$ cat src/rtl/cpu_types_pkg.sv
// Shared CPU datapath types used by the MEM-stage controller.
package cpu_types_pkg;

    localparam int WORD_WIDTH = 32;

    typedef logic [WORD_WIDTH-1:0] word_t;

    typedef enum logic [1:0] {
        MS_IDLE,
        MS_ACCESS,
        MS_DONE
    } memstate_t;

endpackage

$ cat src/rtl/link_reg.sv
// LL/SC link register: remembers the address of the last LL and whether the
// reservation is still intact. A matching snoop invalidate wins over everything,
// then an LL set, then a store to the linked address.
module link_reg #(
    parameter int WORD_W = 32
) (
    input  logic              clk_i,
    input  logic              rst_ni,
    input  logic              set_i,
    input  logic              clr_i,
    input  logic [WORD_W-1:0] addr_i,
    input  logic              snoop_i,
    input  logic [WORD_W-1:0] snoop_addr_i,
    output logic              link_valid_o,
    output logic [WORD_W-1:0] link_addr_o
);

    logic              valid_q, valid_d;
    logic [WORD_W-1:0] addr_q, addr_d;

    // Prioritised next-state: snoop kill, then LL set, then store-to-link clear.
    always_comb begin
        valid_d = valid_q;
        addr_d  = addr_q;
        if (snoop_i && (snoop_addr_i == addr_q)) begin
            valid_d = 1'b0;
        end else if (set_i) begin
            valid_d = 1'b1;
            addr_d  = addr_i;
        end else if (clr_i && (addr_i == addr_q)) begin
            valid_d = 1'b0;
        end
    end

    // Link state registers.
    always_ff @(posedge clk_i or negedge rst_ni) begin
        if (!rst_ni) begin
            valid_q <= 1'b0;
            addr_q  <= '0;
        end else begin
            valid_q <= valid_d;
            addr_q  <= addr_d;
        end
    end

    assign link_valid_o = valid_q;
    assign link_addr_o  = addr_q;

endmodule

$ cat src/rtl/mem_stage_ctrl.sv
// MEM-stage data-memory access controller. Launches dcache requests for
// LW/SW/LL/SC, stalls the front of the pipe until dhit, registers the load
// result, and tells the MEM/WB latch when to capture or bubble.
module mem_stage_ctrl
    import cpu_types_pkg::*;
#(
    parameter int WORD_W  = 32,
    parameter bit LINK_EN = 1'b1
) (
    input  logic              CLK,
    input  logic              nRST,
    input  logic              op_valid,
    input  logic              MemRead_in,
    input  logic              MemWrite_in,
    input  logic              LL_in,
    input  logic              SC_in,
    input  logic [WORD_W-1:0] addr_in,
    input  logic [WORD_W-1:0] store_in,
    input  logic              flush,
    input  logic              dhit,
    input  logic [WORD_W-1:0] dmemload,
    input  logic              ccinv,
    input  logic [WORD_W-1:0] ccsnoopaddr,
    output logic              dmemREN,
    output logic              dmemWEN,
    output logic [WORD_W-1:0] dmemaddr,
    output logic [WORD_W-1:0] dmemstore,
    output logic [WORD_W-1:0] load_out,
    output logic              mem_stall,
    output logic              memwb_wen,
    output logic              memwb_flush
);

    memstate_t         state_q, state_d;
    logic              rd_q, rd_d;
    logic              wr_q, wr_d;
    logic              ll_q, ll_d;
    logic              sc_q, sc_d;
    logic              flush_q, flush_d;
    logic [WORD_W-1:0] load_q, load_d;

    logic              link_valid;
    logic [WORD_W-1:0] link_addr;
    logic              link_set;
    logic              link_clr;
    logic              mem_op;
    logic              sc_miss;

    assign mem_op  = op_valid && (MemRead_in || MemWrite_in);
    // A failed SC never touches the cache; without a link register SC always succeeds.
    assign sc_miss = LINK_EN && SC_in && (!link_valid || (link_addr != addr_in));

    generate
        if (LINK_EN) begin : g_link
            link_reg #(.WORD_W(WORD_W)) u_link (
                .clk_i        (CLK),
                .rst_ni       (nRST),
                .set_i        (link_set),
                .clr_i        (link_clr),
                .addr_i       (addr_in),
                .snoop_i      (ccinv),
                .snoop_addr_i (ccsnoopaddr),
                .link_valid_o (link_valid),
                .link_addr_o  (link_addr)
            );
        end else begin : g_nolink
            assign link_valid = 1'b0;
            assign link_addr  = '0;
        end
    endgenerate

    // Next-state, latched-op capture and all handshake outputs.
    always_comb begin
        state_d     = state_q;
        rd_d        = rd_q;
        wr_d        = wr_q;
        ll_d        = ll_q;
        sc_d        = sc_q;
        flush_d     = flush_q;
        load_d      = load_q;
        dmemREN     = 1'b0;
        dmemWEN     = 1'b0;
        dmemaddr    = '0;
        dmemstore   = '0;
        mem_stall   = 1'b0;
        memwb_wen   = 1'b1;
        memwb_flush = 1'b0;
        link_set    = 1'b0;
        link_clr    = 1'b0;
        unique case (state_q)
            MS_IDLE: begin
                if (flush) begin
                    memwb_flush = 1'b1;
                    memwb_wen   = 1'b0;
                end else if (mem_op && sc_miss) begin
                    load_d = '0;
                end else if (mem_op) begin
                    state_d   = MS_ACCESS;
                    rd_d      = MemRead_in;
                    wr_d      = MemWrite_in;
                    ll_d      = LL_in;
                    sc_d      = SC_in;
                    flush_d   = 1'b0;
                    mem_stall = 1'b1;
                    memwb_wen = 1'b0;
                end
            end
            MS_ACCESS: begin
                // The cache op cannot be aborted; a flush is only remembered.
                dmemREN   = rd_q;
                dmemWEN   = wr_q;
                dmemaddr  = addr_in;
                dmemstore = store_in;
                mem_stall = 1'b1;
                memwb_wen = 1'b0;
                if (flush) begin
                    flush_d = 1'b1;
                end
                if (dhit) begin
                    state_d  = MS_DONE;
                    load_d   = sc_q ? WORD_W'(1) : dmemload;
                    link_set = ll_q;
                    link_clr = wr_q;
                end
            end
            MS_DONE: begin
                if (flush_q || flush) begin
                    memwb_flush = 1'b1;
                    memwb_wen   = 1'b0;
                end
                state_d = MS_IDLE;
            end
            default: begin
                state_d = MS_IDLE;
            end
        endcase
    end

    // FSM state, latched op and load-result registers.
    always_ff @(posedge CLK or negedge nRST) begin
        if (!nRST) begin
            state_q <= MS_IDLE;
            rd_q    <= 1'b0;
            wr_q    <= 1'b0;
            ll_q    <= 1'b0;
            sc_q    <= 1'b0;
            flush_q <= 1'b0;
            load_q  <= '0;
        end else begin
            state_q <= state_d;
            rd_q    <= rd_d;
            wr_q    <= wr_d;
            ll_q    <= ll_d;
            sc_q    <= sc_d;
            flush_q <= flush_d;
            load_q  <= load_d;
        end
    end

    assign load_out = load_q;

endmodule

$ cat config.mk
export PLATFORM = sky130hd
export DESIGN_NAME = mem_stage_ctrl
export DESIGN_NICKNAME = d
export VERILOG_FILES = /design/src/rtl/cpu_types_pkg.sv /design/src/rtl/link_reg.sv /design/src/rtl/mem_stage_ctrl.sv
export SDC_FILE = /design/constraint.sdc
export NUM_CORES = 1
export LEC_CHECK = 0
export BUFFER_PORTS_ARGS = -buffer_cell sky130_fd_sc_hd__buf_2
export CAP_MARGIN = 15
export CORE_MARGIN = 3
export CORE_UTILIZATION = 51
export DETAILED_ROUTE_END_ITERATION = 10
export PLACE_DENSITY_LB_ADDON = 0.2
export SETUP_SLACK_MARGIN = 0.2
export SLEW_MARGIN = 20
export SYNTH_ARGS = -nofsm -noshare
export SYNTH_HDL_FRONTEND = slang
export SYNTH_HIERARCHICAL = 1
export SYNTH_SLANG_ARGS = --single-unit
$ cat constraint.sdc
create_clock -name CLK -period 5.72 [get_ports CLK]
set_input_delay 1.144 -clock CLK [delete_from_list [all_inputs] [get_ports CLK]]
set_output_delay 1.144 -clock CLK [all_outputs]
set_load 0.02 [all_outputs]
==> results.json, run 1 <==
{
  "status": "finished clean",
  "post_drt_wl_per_cell_microns": 15.7,
  "fmax_mhz": 242,
  "post_cts_resized": 0,
  "cp_data_arrival_time_ns": 2.99,
  "drt_iter0_markers": 260,
  "cpMostUsedCell": "buf_2",
  "synth_seq_cells": 72,
  "synth_cell_types": 40,
  "power.density_mw_per_mm2": 324,
  "pwr-share-seq": 0.397,
  "power.switching_mw": 0.783,
  "drc": 0,
  "power_leakage_nw": 3.09,
  "synth_area_sq_mm": 0.00495,
  "numCtsBuffers": 9,
  "reg2reg_to": "g_link.u_link/link_addr_o[24]$_DFFE_PN0P_",
  "diodes": 0,
  "p_int_mw": 1.29,
  "first_pass_iters": 4,
  "path_clk_slew_ns": 0.07,
  "maxCapViolCount": 0,
  "areaGrowthSynthToFinish_pct": 29.2,
  "post_cts_buffers": 0,
  "critPathCaptureType": "output port",
  "io_pins": 239,
  "clock_latency_ns": 0.34,
  "critPathLaunchType": "input port",
  "antenna_found_initial": 0,
  "cp_slowest_cell": "nor4_4",
  "yosysWarnings": 6,
  "async_reset_ff_frac": 1.00,
  "row_count": 35,
  "finalCriticalPeriod_ns": 4.14,
  "cp-startpoint": "addr_in[11]",
  "rr_worst_depth": 7,
  "ir_worst_vdd_mv": 0.166,
  "wl_microns": 13300,
  "rsz0062_at_grt": "no",
  "die-area_sq_mm": 0.0109,
  "grt_max_degree": 73,
  "skew_ns": 0.00988,
  "dieHeight_microns": 104,
  "crit_fanout": 34,
  "required_ns": 4.58,
  "root_buffer": "clkbuf_8",
  "nets": 852,
  "cp_cell_sequence": "buf_2 > xnor2_1 > nand4_1 > nor4_4 > a31oi_4 > buf_4 > o31ai_1 > buf_2",
  "syn_nets": 626,
  "ant_nets": 0,
  "synthFlopType": "dfrtp_1",
  "postCtsHoldBufs": 0,
  "drive_gt1_frac": 0.439,
  "reg2reg_from": "state_q[1]$_DFFE_PN0P_",
  "syn_area_per_cell_sq_um": 10.1,
  "power.total_mw": 2.07,
  "clockBufferDepth": 2,
  "cpPeakStageDelay_ns": 0.40,
  "holdCritPathClass": "reg -> reg",
  "maxSlewHeadroom": 0.383,
  "io_buffers": 238,
  "routed_via_density": 5.17,
  "slew_violations": 0,
  "synthTopCellsByArea": "dfrtp_1, xnor2_1, mux2_4",
  "hold_path_startpoint": "flush_q$_DFFE_PN0P_",
  "grtUsageTotal": 0.242,
  "synth_top_cell_by_area": "dfrtp_1",
  "fin_tns_setup_ns": 0,
  "swShare": 0.378,
  "setup_viol": 0,
  "synth_top_area_frac": 0.364,
  "min_path_cells": 2,
  "cts_tree": "done",
  "synth.most_common_cell": "xnor2_1",
  "clkPwrFrac": 0.187,
  "initial_core_util": 0.530,
  "overflow": 0,
  "p_comb_frac": 0.416,
  "finalHoldViolations": 0,
  "hpwl_microns": 10300,
  "synth_enable_flop_cells": 0,
  "crit_type": "in -> out",
  "h-tree-depth": 3,
  "core_sq_mm": 0.00933,
  "place_congestion": 0.861,
  "synth_common_cells": "xnor2_1, dfrtp_1, and2_1, a21oi_1, nor3b_1",
  "post-route-period-util": 0.723,
  "r2r_setup_slack_ns": 3.35,
  "min_to": "flush_q$_DFFE_PN0P_",
  "vias": 4375,
  "clock-sinks": 72,
  "worst_pin_slew_ns": 0.925,
  "grt_pass1_vias": 4291,
  "die_w_microns": 104,
  "yosysSeqAreaShare": 0.364,
  "grt_pass1_wl_microns": 21500,
  "syn_inst": 488
}
-- through the flow --
stage               area, sq um  worst slack [ns]  instances  hold slack, ns  utilization
finish                     6390              1.58        847           0.536        0.685
global route               6390              1.44        847           0.575        0.685
CTS                        6370              1.61        846           0.545        0.683
detailed placement         6190              1.61        831           0.527        0.663
global placement           6190              1.67        831           0.519        0.663
floorplan                  4950              1.97        488           0.491            -
-- critical path, delay by kind of cell --
family	cells	cell delay, ns
compound gates	2	0.36
xor+xnor	1	0.26
buf+inv	3	0.62
simple gates	2	0.59
-- worst max-delay path by stage --
| stage | end | depth (start not counted) |
|---|---|---|
| floorplan | mem_stall | 5 |
| global placement | mem_stall | 8 |
| detailed placement | mem_stall | 8 |
| CTS | mem_stall | 8 |
| global route | mem_stall | 8 |
| finish | mem_stall | 8 |
-- flip-flops by register name, summed over array words and instances, names as in the netlist --
signal,count
flush_q,1
g_link.u_link/link_addr_o,32
g_link.u_link/link_valid_o,1
ll_q,1
load_out,32
rd_q,1
sc_q,1
state_q,2
wr_q,1
-- cell usage in the layout (no fill, tap or decap), types with 4 or more instances in the layout --
master      n
buf_2     237
xnor2_1    92
dfrtp_1    71
and2_1     63
a21oi_1    57
nor3b_1    31
mux2_4     30
nand4_1    27
a21oi_2    12
nor2_1      9
clkbuf_8    9
inv_1       8
nand3_1     8
nand2_1     7
buf_4       5
o21ai_0     4
xor2_1      4
-- per-layer routing --
| layer | share of wire | up-vias | global-route usage |
|---|---|---|---|
| met5 | 0 | - | 0 |
| met4 | 0.015 | 0 | 0.0684 |
| met3 | 0.059 | 16 | 0.0559 |
| met2 | 0.52 | 143 | 0.407 |
| li1 | - | 2154 | - |
| met1 | 0.41 | 2062 | 0.312 |
-- power by group through the flow --
| stage | Clock (mW) | Combinational (mW) | Sequential (mW) |
|---|---|---|---|
| after floorplan | 0 | 0.566 | 0.852 |
| after global placement | 0 | 0.838 | 0.819 |
| after detailed placement | 0 | 0.861 | 0.828 |
| after CTS | 0.399 | 0.866 | 0.821 |
| after global routing | 0.426 | 0.932 | 0.844 |
| final | 0.387 | 0.862 | 0.822 |
-- cell type report --
class / instances / area [sq um]
Clock buffer: 9 / 124
Clock inverter: 6 / 61.3
Fill cell: 785 / 2940
Inverter: 8 / 30.0
Multi-Input combinational cell: 380 / 2970
Sequential cell: 72 / 1800
Tap cell: 129 / 161
Timing Repair Buffer: 243 / 1240
-- cell families after synthesis --
group / synth area share
AOI/OAI and AO/OA: 0.113
DFF: 0.364
muxes: 0.0956
buffers and inverters: 0.0374
xor gates and xnor gates: 0.170
and+or+nand+nor: 0.220
Note: power is estimated with default switching activity, not from simulation.
==> run 2, diff against run 1 <==
--- a/config.mk
+++ b/config.mk
@@ -8,7 +8,7 @@
 export BUFFER_PORTS_ARGS = -buffer_cell sky130_fd_sc_hd__buf_2
 export CAP_MARGIN = 15
 export CORE_MARGIN = 3
-export CORE_UTILIZATION = 51
+export CORE_UTILIZATION = 47
 export DETAILED_ROUTE_END_ITERATION = 10
 export PLACE_DENSITY_LB_ADDON = 0.2
 export SETUP_SLACK_MARGIN = 0.2
==> constraint.sdc (replaced) <==
create_clock -name CLK -period 4.05 [get_ports CLK]
set_input_delay 0.81 -clock CLK [delete_from_list [all_inputs] [get_ports CLK]]
set_output_delay 0.81 -clock CLK [all_outputs]
set_load 0.02 [all_outputs]
==> run 2 against run 1 <==
Effect of this change: die area increased by 8.0%; global-route usage decreased by 0.36 points; sequential power increased by 41%; clock power increased by 40%; design area about the same; wire length increased by 8.2%; count of clock-buffer cells in the layout unchanged; critical endpoint unchanged.
==> results.json, run 2 (synthesized netlist as in run 1, its figures left out) <==
{
  "hold_path_startpoint": "flush_q$_DFFE_PN0P_",
  "numCtsBuffers": 9,
  "power.switching_mw": 1.14,
  "r2r_setup_slack_ns": 1.42,
  "power_leakage_nw": 3.08,
  "routed_via_density": 5.29,
  "power.density_mw_per_mm2": 456,
  "fmax_mhz": 294,
  "grtUsageTotal": 0.239,
  "cp_data_arrival_time_ns": 2.59,
  "io_buffers": 238,
  "grt_max_degree": 73,
  "fin_tns_setup_ns": 0,
  "ant_nets": 0,
  "nFillCells": 901,
  "post_cts_buffers": 0,
  "wl_microns": 14400,
  "crit_fanout": 14,
  "cp-startpoint": "addr_in[11]",
  "vias": 4509,
  "hpwl_microns": 11200,
  "die-area_sq_mm": 0.0118,
  "status": "finished clean",
  "grt_pass1_wl_microns": 21900,
  "postCtsHoldBufs": 0,
  "crit_type": "in -> out",
  "holdCritPathClass": "reg -> reg",
  "worst_pin_slew_ns": 0.963,
  "post_drt_wl_per_cell_microns": 16.9,
  "placed_area_sq_mm": 0.00620,
  "final_cell_area_sq_mm": 0.00639,
  "critPathCaptureType": "output port",
  "drc": 0,
  "required_ns": 3.24,
  "pwr-share-seq": 0.400,
  "die_w_microns": 109,
  "fin_cells": 852,
  "row_count": 36,
  "cpMostUsedCell": "buf_2",
  "clock_latency_ns": 0.35,
  "drive_gt1_frac": 0.439,
  "p_comb_frac": 0.414,
  "maxSlewHeadroom": 0.358,
  "finalHoldViolations": 0,
  "critPathLaunchType": "input port",
  "h-tree-depth": 3,
  "reg2reg_from": "g_link.u_link/link_addr_o[27]$_DFFE_PN0P_",
  "clock-sinks": 72,
  "cpPeakStageDelay_ns": 0.43,
  "root_buffer": "clkbuf_8",
  "finalCriticalPeriod_ns": 3.40,
  "cts_tree": "done",
  "setup_viol": 0,
  "ir_worst_vdd_mv": 0.219,
  "post-route-period-util": 0.839,
  "post_cts_resized": 0,
  "core_sq_mm": 0.0100,
  "path_clk_slew_ns": 0.08,
  "cp_slowest_cell": "nor4_4",
  "swShare": 0.391,
  "overflow": 0,
  "final_cell_mix": "buf_2, xnor2_1, dfrtp_1, and2_1, a21oi_1",
  "cp_cell_sequence": "buf_2 > xnor2_1 > nand4_1 > nor4_4 > a31oi_4 > o31ai_1 > buf_2",
  "skew_ns": 0.0169,
  "whs_ns": 0.534,
  "place_congestion": 0.861,
  "dieHeight_microns": 109,
  "clkPwrFrac": 0.186,
  "maxCapViolCount": 0,
  "final_common_cell": "buf_2",
  "clockBufferDepth": 2,
  "nets": 852,
  "initial_core_util": 0.495,
  "io_pins": 239,
  "dpl.cell_count": 836,
  "rsz0062_at_grt": "no",
  "slew_violations": 0,
  "drt_iter0_markers": 369,
  "p_int_mw": 1.77,
  "diodes": 0,
  "antenna_found_initial": 0,
  "grt_pass1_vias": 4340,
  "areaGrowthSynthToFinish_pct": 29.1,
  "first_pass_iters": 4
}
[run 2: cell types whose count changed in the layout (fill, tap and decap cells not counted), sizes merged]
| cell | before | now |
|---|---|---|
| inv | 8 | 12 |
| clkinv | 4 | 2 |
| bufinv | 1 | 0 |
[run 2: power groups by stage]
stage / clock [mW] / combinational, mW / sequential, mW
after detailed placement: 0 / 1.20 / 1.17
after floorplan: 0 / 0.799 / 1.20
after global placement: 0 / 1.19 / 1.16
after CTS: 0.554 / 1.21 / 1.16
after global routing: 0.588 / 1.31 / 1.19
final: 0.540 / 1.21 / 1.16
[run 2: final cells by class]
class	count	area, sq um	area share
multi-input cells	380	2970	0.465
flip-flops and latches	72	1800	0.282
repair buffers	243	1230	0.193
well taps	133	166	0.0261
clock buffers	9	124	0.0194
clock inverters	7	62.6	0.00980
inverters	8	30.0	0.00470
[run 2: per-stage QoR]
step            util  setup slack, ns  power [mW]
2_1_floorplan      -            0.968        2.00
3_5_place_dp   0.620            0.690        2.38
4_1_cts        0.639            0.680        2.93
6_report       0.639            0.653        2.91
3_3_place_gp   0.620            0.712        2.35
5_1_grt        0.639            0.551        3.10
[run 2: routing by layer]
layer	up-vias	global-route usage	routed length, microns
li1	2150	-	-
met1	2162	0.307	5880
met2	191	0.415	7300
met3	6	0.0484	1150
met4	0	0.0505	80
met5	-	0	0
[run 2: final timing paths]
check,endpoint,depth (start not counted)
min in group asynchronous,load_out[23]$_DFFE_PN0P_,1
worst max register to register,g_link.u_link/link_addr_o[22]$_DFFE_PN0P_,6
worst min register to register,flush_q$_DFFE_PN0P_,2
worst max-delay path,mem_stall,7
max in group asynchronous,sc_q$_DFFE_PN0P_,1
worst min-delay path,flush_q$_DFFE_PN0P_,2
[run 2: critical path, delay by kind of cell]
kind | cells | cell delay [ns]
AND/OR/NAND/NOR | 2 | 0.63
buffers and inverters | 2 | 0.33
XOR/XNOR | 1 | 0.28
AO/OA/AOI/OAI | 2 | 0.54
